**config.mk**
```make
export PLATFORM = sky130hd
export DESIGN_NAME = host_req_queue
export DESIGN_NICKNAME = d
export VERILOG_FILES = /design/src/rtl/host_req_queue.sv
export SDC_FILE = /design/constraint.sdc
export NUM_CORES = 1
export LEC_CHECK = 0
export CAP_MARGIN = 40
export CORE_MARGIN = 1
export CORE_UTILIZATION = 57
export CTS_CLUSTER_DIAMETER = 120
export DETAILED_ROUTE_END_ITERATION = 7
export GPL_TIMING_DRIVEN = 0
export PLACE_DENSITY_LB_ADDON = 0.25
export SLEW_MARGIN = 20
export SYNTH_ARGS = -nofsm -noshare
export SYNTH_HDL_FRONTEND = slang
export SYNTH_SLANG_ARGS = --single-unit
export TNS_END_PERCENT = 30
```
**constraint.sdc**
```tcl
create_clock -name clock -period 3.9 [get_ports clock]
set_clock_uncertainty 0.2 [all_clocks]
set_input_delay 0.39 -clock clock [delete_from_list [all_inputs] [get_ports clock]]
set_output_delay 0.39 -clock clock [all_outputs]
set_load 0.01 [all_outputs]
```
**src/rtl/host_req_queue.sv**
```systemverilog
// Host request FIFO feeding the AXI-Lite master, plus a held read-response register.
// Optional HOST_REQ_QUEUE_BYPASS_EN presents an enqueue into an empty queue in the same cycle.
module host_req_queue #(
  parameter int unsigned HOST_ADDR_BITS = 8,
  parameter int unsigned HOST_DATA_BITS = 32,
  parameter int unsigned DEPTH          = 4,
  parameter int unsigned CNT_BITS       = $clog2(DEPTH) + 1
) (
  input  logic                      clock,
  input  logic                      reset,
  input  logic                      enq_valid,
  output logic                      enq_ready,
  input  logic                      enq_opcode,
  input  logic [HOST_ADDR_BITS-1:0] enq_addr,
  input  logic [HOST_DATA_BITS-1:0] enq_value,
  output logic                      host_req_valid,
  output logic                      host_req_opcode,
  output logic [HOST_ADDR_BITS-1:0] host_req_addr,
  output logic [HOST_DATA_BITS-1:0] host_req_value,
  input  logic                      host_req_deq,
  input  logic                      host_resp_valid,
  input  logic [HOST_DATA_BITS-1:0] host_resp_bits,
  output logic                      resp_valid,
  output logic [HOST_DATA_BITS-1:0] resp_bits,
  input  logic                      resp_ack,
  output logic                      resp_overflow,
  output logic [CNT_BITS-1:0]       count
);

  localparam int unsigned IDX_BITS = $clog2(DEPTH);

  typedef struct packed {
    logic                      opcode;
    logic [HOST_ADDR_BITS-1:0] addr;
    logic [HOST_DATA_BITS-1:0] value;
  } entry_t;

  entry_t              mem [DEPTH];
  entry_t              head;
  logic [CNT_BITS-1:0] wr_ptr;
  logic [CNT_BITS-1:0] rd_ptr;
  logic [CNT_BITS-1:0] count_next;
  logic                enq_fire;
  logic                deq_fire;
  logic                do_write;
  logic                do_pop;
  logic                empty;

  assign empty     = (count == '0);
  assign enq_ready = (count != CNT_BITS'(DEPTH));
  assign head      = mem[rd_ptr[IDX_BITS-1:0]];
  assign enq_fire  = enq_valid & enq_ready;
  assign deq_fire  = host_req_deq & host_req_valid;

`ifdef HOST_REQ_QUEUE_BYPASS_EN
  // Empty queue: the offered request is the head; consumed in flight it is never stored.
  logic bypass_fire;
  assign host_req_valid  = empty ? enq_valid : 1'b1;
  assign host_req_opcode = empty ? enq_opcode : head.opcode;
  assign host_req_addr   = empty ? enq_addr : head.addr;
  assign host_req_value  = empty ? enq_value : head.value;
  assign bypass_fire     = empty & enq_fire & deq_fire;
  assign do_write        = enq_fire & ~bypass_fire;
  assign do_pop          = deq_fire & ~bypass_fire;
`else
  assign host_req_valid  = ~empty;
  assign host_req_opcode = head.opcode;
  assign host_req_addr   = head.addr;
  assign host_req_value  = head.value;
  assign do_write        = enq_fire;
  assign do_pop          = deq_fire;
`endif

  // Occupancy next-state
  always_comb begin
    count_next = count;
    if (do_write && !do_pop) begin
      count_next = count + CNT_BITS'(1);
    end else if (do_pop && !do_write) begin
      count_next = count - CNT_BITS'(1);
    end
  end

  // Pointers and occupancy
  always_ff @(posedge clock or negedge reset) begin
    if (!reset) begin
      wr_ptr <= '0;
      rd_ptr <= '0;
      count  <= '0;
    end else begin
      if (do_write) wr_ptr <= wr_ptr + CNT_BITS'(1);
      if (do_pop)   rd_ptr <= rd_ptr + CNT_BITS'(1);
      count <= count_next;
    end
  end

  // Entry storage; cleared on reset so the head fields read zero
  always_ff @(posedge clock or negedge reset) begin
    if (!reset) begin
      for (int i = 0; i < DEPTH; i++) begin
        mem[i] <= '0;
      end
    end else if (do_write) begin
      mem[wr_ptr[IDX_BITS-1:0]] <= '{opcode: enq_opcode, addr: enq_addr, value: enq_value};
    end
  end

  // Held read response; a new pulse replaces it only if the slot is free or freed this cycle
  always_ff @(posedge clock or negedge reset) begin
    if (!reset) begin
      resp_valid    <= 1'b0;
      resp_bits     <= '0;
      resp_overflow <= 1'b0;
    end else if (host_resp_valid) begin
      if (!resp_valid || resp_ack) begin
        resp_bits  <= host_resp_bits;
        resp_valid <= 1'b1;
      end else begin
        resp_overflow <= 1'b1;
      end
    end else if (resp_ack && resp_valid) begin
      resp_valid <= 1'b0;
    end
  end

endmodule

```
==> run_results.csv <==
group,metric,value,unit
critical_path,worstSetupStartpoint,"rd_ptr[0]",
logic_synthesis,synthCells,509,
critical_path,path_max_fanout,10,
timing,finalCriticalPeriod,3.340,ns
logic_synthesis,yosysMostFrequentCell,"dfrtp_1",
timing,min_period_over_period,0.8565,
logic_synthesis,synth.largest_area_cell,"dfrtp_1",
clock_network,clock_sinks,205,
logic_synthesis,synth-edff-count,0,
logic_synthesis,syn_area,0.009563,sq mm
place,placed_area,0.01147,sq mm
route,avgRoutedWirePerCell,20.89,microns
clock_network,clk_latency,0.48,ns
critical_path,required,3.31,ns
place,hpwl,12810,microns
logic_synthesis,synth_top_area_share,0.5364,
power,p_leak,5.268,nW
logic_synthesis,syn-num-nets,594,
layout,area_delta_synth_final,27.16,%
logic_synthesis,synthDistinctLibCells,24,
route,drc,0,
timing,slew_viol_final,0,
worst_hold_path,hold_path.class,"input port to asynchronous set/reset pin",
power,irDropWorstVdd,0.5275,mV
floorplanning,num_io_pins,159,
global_routing,antenna_found_initial,0,
clock_network,cts_buffers,21,
route,drtAntennaViolNets,0,
power,p_per_area,877.0,mW/mm^2
clock_network,cts_tree,"built",
floorplanning,die_area,0.01730,sq mm
global_routing,grt_pass1_vias,5868,
layout,design_area,0.01216,sq mm
layout,drive_above_1_share,0.4300,
route,dr.pass1.iters,4,
clock_network,cts_resized,0,
timing,setup_viol,0,
flow_run,drv_cap,0,
timing,hold_viol,0,
critical_path,criticalPathCategory,"register to output port",
clock_network,cts_root_buf,"clkbuf_16",
global_routing,grt_overflow,0,
clock_network,clockBufferDepth,3,
global_routing,grt_pass1_wl,32200,microns
run_status,status,"finished clean",
critical_path,endpoint_kind,"output port",
route,viasPerCell,5.496,
logic_synthesis,synth.ff_latch_count,205,
place,gp_congestion,0.7970,
clock_network,postCtsHoldBufs,1,
critical_path,rr_startpoint,"count[0]",
place,port_buffers,158,
logic_synthesis,async_reset_ff_frac,1.000,
logic_synthesis,yosys_warnings,0,
route,dr_total_vias,5073,
floorplanning,die_h,131.5,microns
timing,relSlewSlack,0.5063,
floorplanning,core,0.01612,sq mm
clock_network,htreeDepth,1,
global_routing,grt_usage,0.2354,
logic_synthesis,ys_seq_area_frac,0.5364,
layout,layout.nets,778,
clock_network,post_cts_buffers,0,
floorplanning,row_count,46,
layout,antenna_cells,0,
logic_synthesis,synth_area_leaders,"dfrtp_1 54%, mux2_4 25%, mux4_2 9.7%, mux2_2 4.4%, buf_12 3.3%",
clock_network,cts.clk_slew.worst_paths,0.07,ns
route,first_iter_violations,161,
floorplanning,die_w,131.5,microns
logic_synthesis,synthTopCellsByCount,"205 x dfrtp_1, 160 x mux2_4, 41 x mux4_2, 37 x mux2_2, 16 x buf_12",
route,drt_wl_total,19280,microns
timing,fmaxAchievable,0.2994,GHz
logic_synthesis,synth-main-ff-cell,"dfrtp_1",
logic_synthesis,postSynthAreaPerCell,18.79,sq um
timing,setup_tns,0,ns
global_routing,grt_max_degree,97,
floorplanning,start_util,0.5934,
critical_path,crit_arrival,2.75,ns
critical_path,worstSetupStartpointType,"register",
timing,max_slew.worst_pin.slew,0.7405,ns
timing,rsz0062_at_grt,"no",
-- sequential cells by signal, indices dropped and copies added, names as in the netlist --
| register | cells |
|---|---|
| count | 3 |
| rd_ptr | 2 |
| resp_valid | 1 |
| resp_overflow | 1 |
| mem | 164 |
| wr_ptr | 2 |
| resp_bits | 32 |
-- placed cells by master (no fill, tap or decap), drive strengths merged, types with 2 or more instances in the layout --
| cell | count |
|---|---|
| nand2 | 3 |
| dfrtp | 205 |
| inv | 4 |
| mux4 | 41 |
| buf | 31 |
| ha | 5 |
| and3 | 4 |
| clkinv | 8 |
| bufinv | 2 |
| nand3 | 2 |
| clkdlybuf4s50 | 157 |
| mux2 | 197 |
| clkbuf | 32 |
| xor2 | 2 |
| xnor2 | 4 |
-- cell families after synthesis --
logic type / Yosys count / synth area share
muxes: 238 / 0.3913
DFF: 205 / 0.5364
buffers and inverters: 38 / 0.04658
and+or+nand+nor: 14 / 0.01021
xor gates and xnor gates: 6 / 0.005495
adders and majority gates: 6 / 0.008635
AOI/OAI and AO/OA: 2 / 0.001308
-- stage by stage --
step	hold slack, ns	worst slack, ns	instances	utilization	power (mW)
global route	0.1758	0.4100	923	0.7546	11.22
floorplan	-0.1056	1.506	509	-	6.910
detailed placement	0.05887	0.9723	885	0.7120	8.746
CTS	0.1508	0.4403	923	0.7546	10.79
finish	0.1472	0.5596	923	0.7546	10.66
global placement	0.2679	-5.521	883	0.7083	8.537
-- cell type report --
type                    count  area, sq um
flip-flops and latches    205         5130
multi-input cells         266         3988
fillers                   933         3955
repair buffers            161         1652
clock buffers              26        564.3
plain buffers              34        430.4
well taps                 216        270.3
clock inverters            11        111.4
inverters                   4        15.01
-- power by group --
| group | leakage, nW | switching (mW) | internal (mW) |
|---|---|---|---|
| logic | 2.51 | 1.71 | 3.34 |
| registers | 2.42 | 0.554 | 3.10 |
| clock network | 0.337 | 0.803 | 1.16 |
| total | 5.27 | 3.07 | 7.60 |
-- critical path, stage by stage, from the launching register on --
cell             delay, ns
dfrtp_1               0.33
clkbuf_1              0.37
buf_2                 0.46
mux4_2                0.59
clkdlybuf4s50_1       0.52
-- metal layers --
metal  track usage  part of all wire  wire, microns
met1        0.3195              0.43           8336
met3       0.04012             0.050            968
met4       0.06266             0.018            356
met5             0                 0              0
met2        0.3939              0.50           9616
-- path summary, 6_finish.rpt --
path | endpoint | slack (ns) | cells after the start
max | host_req_value[4] | 0.56 | 4
min | mem[94] | 0.15 | 2
max reg2reg | count[1] | 1.43 | 7
min reg2reg | resp_bits[5] | 0.30 | 1
max in group asynchronous | mem[114] | 2.20 | 4
min in group clock | resp_bits[5] | 0.30 | 1
(Power assumes the default switching activity.)
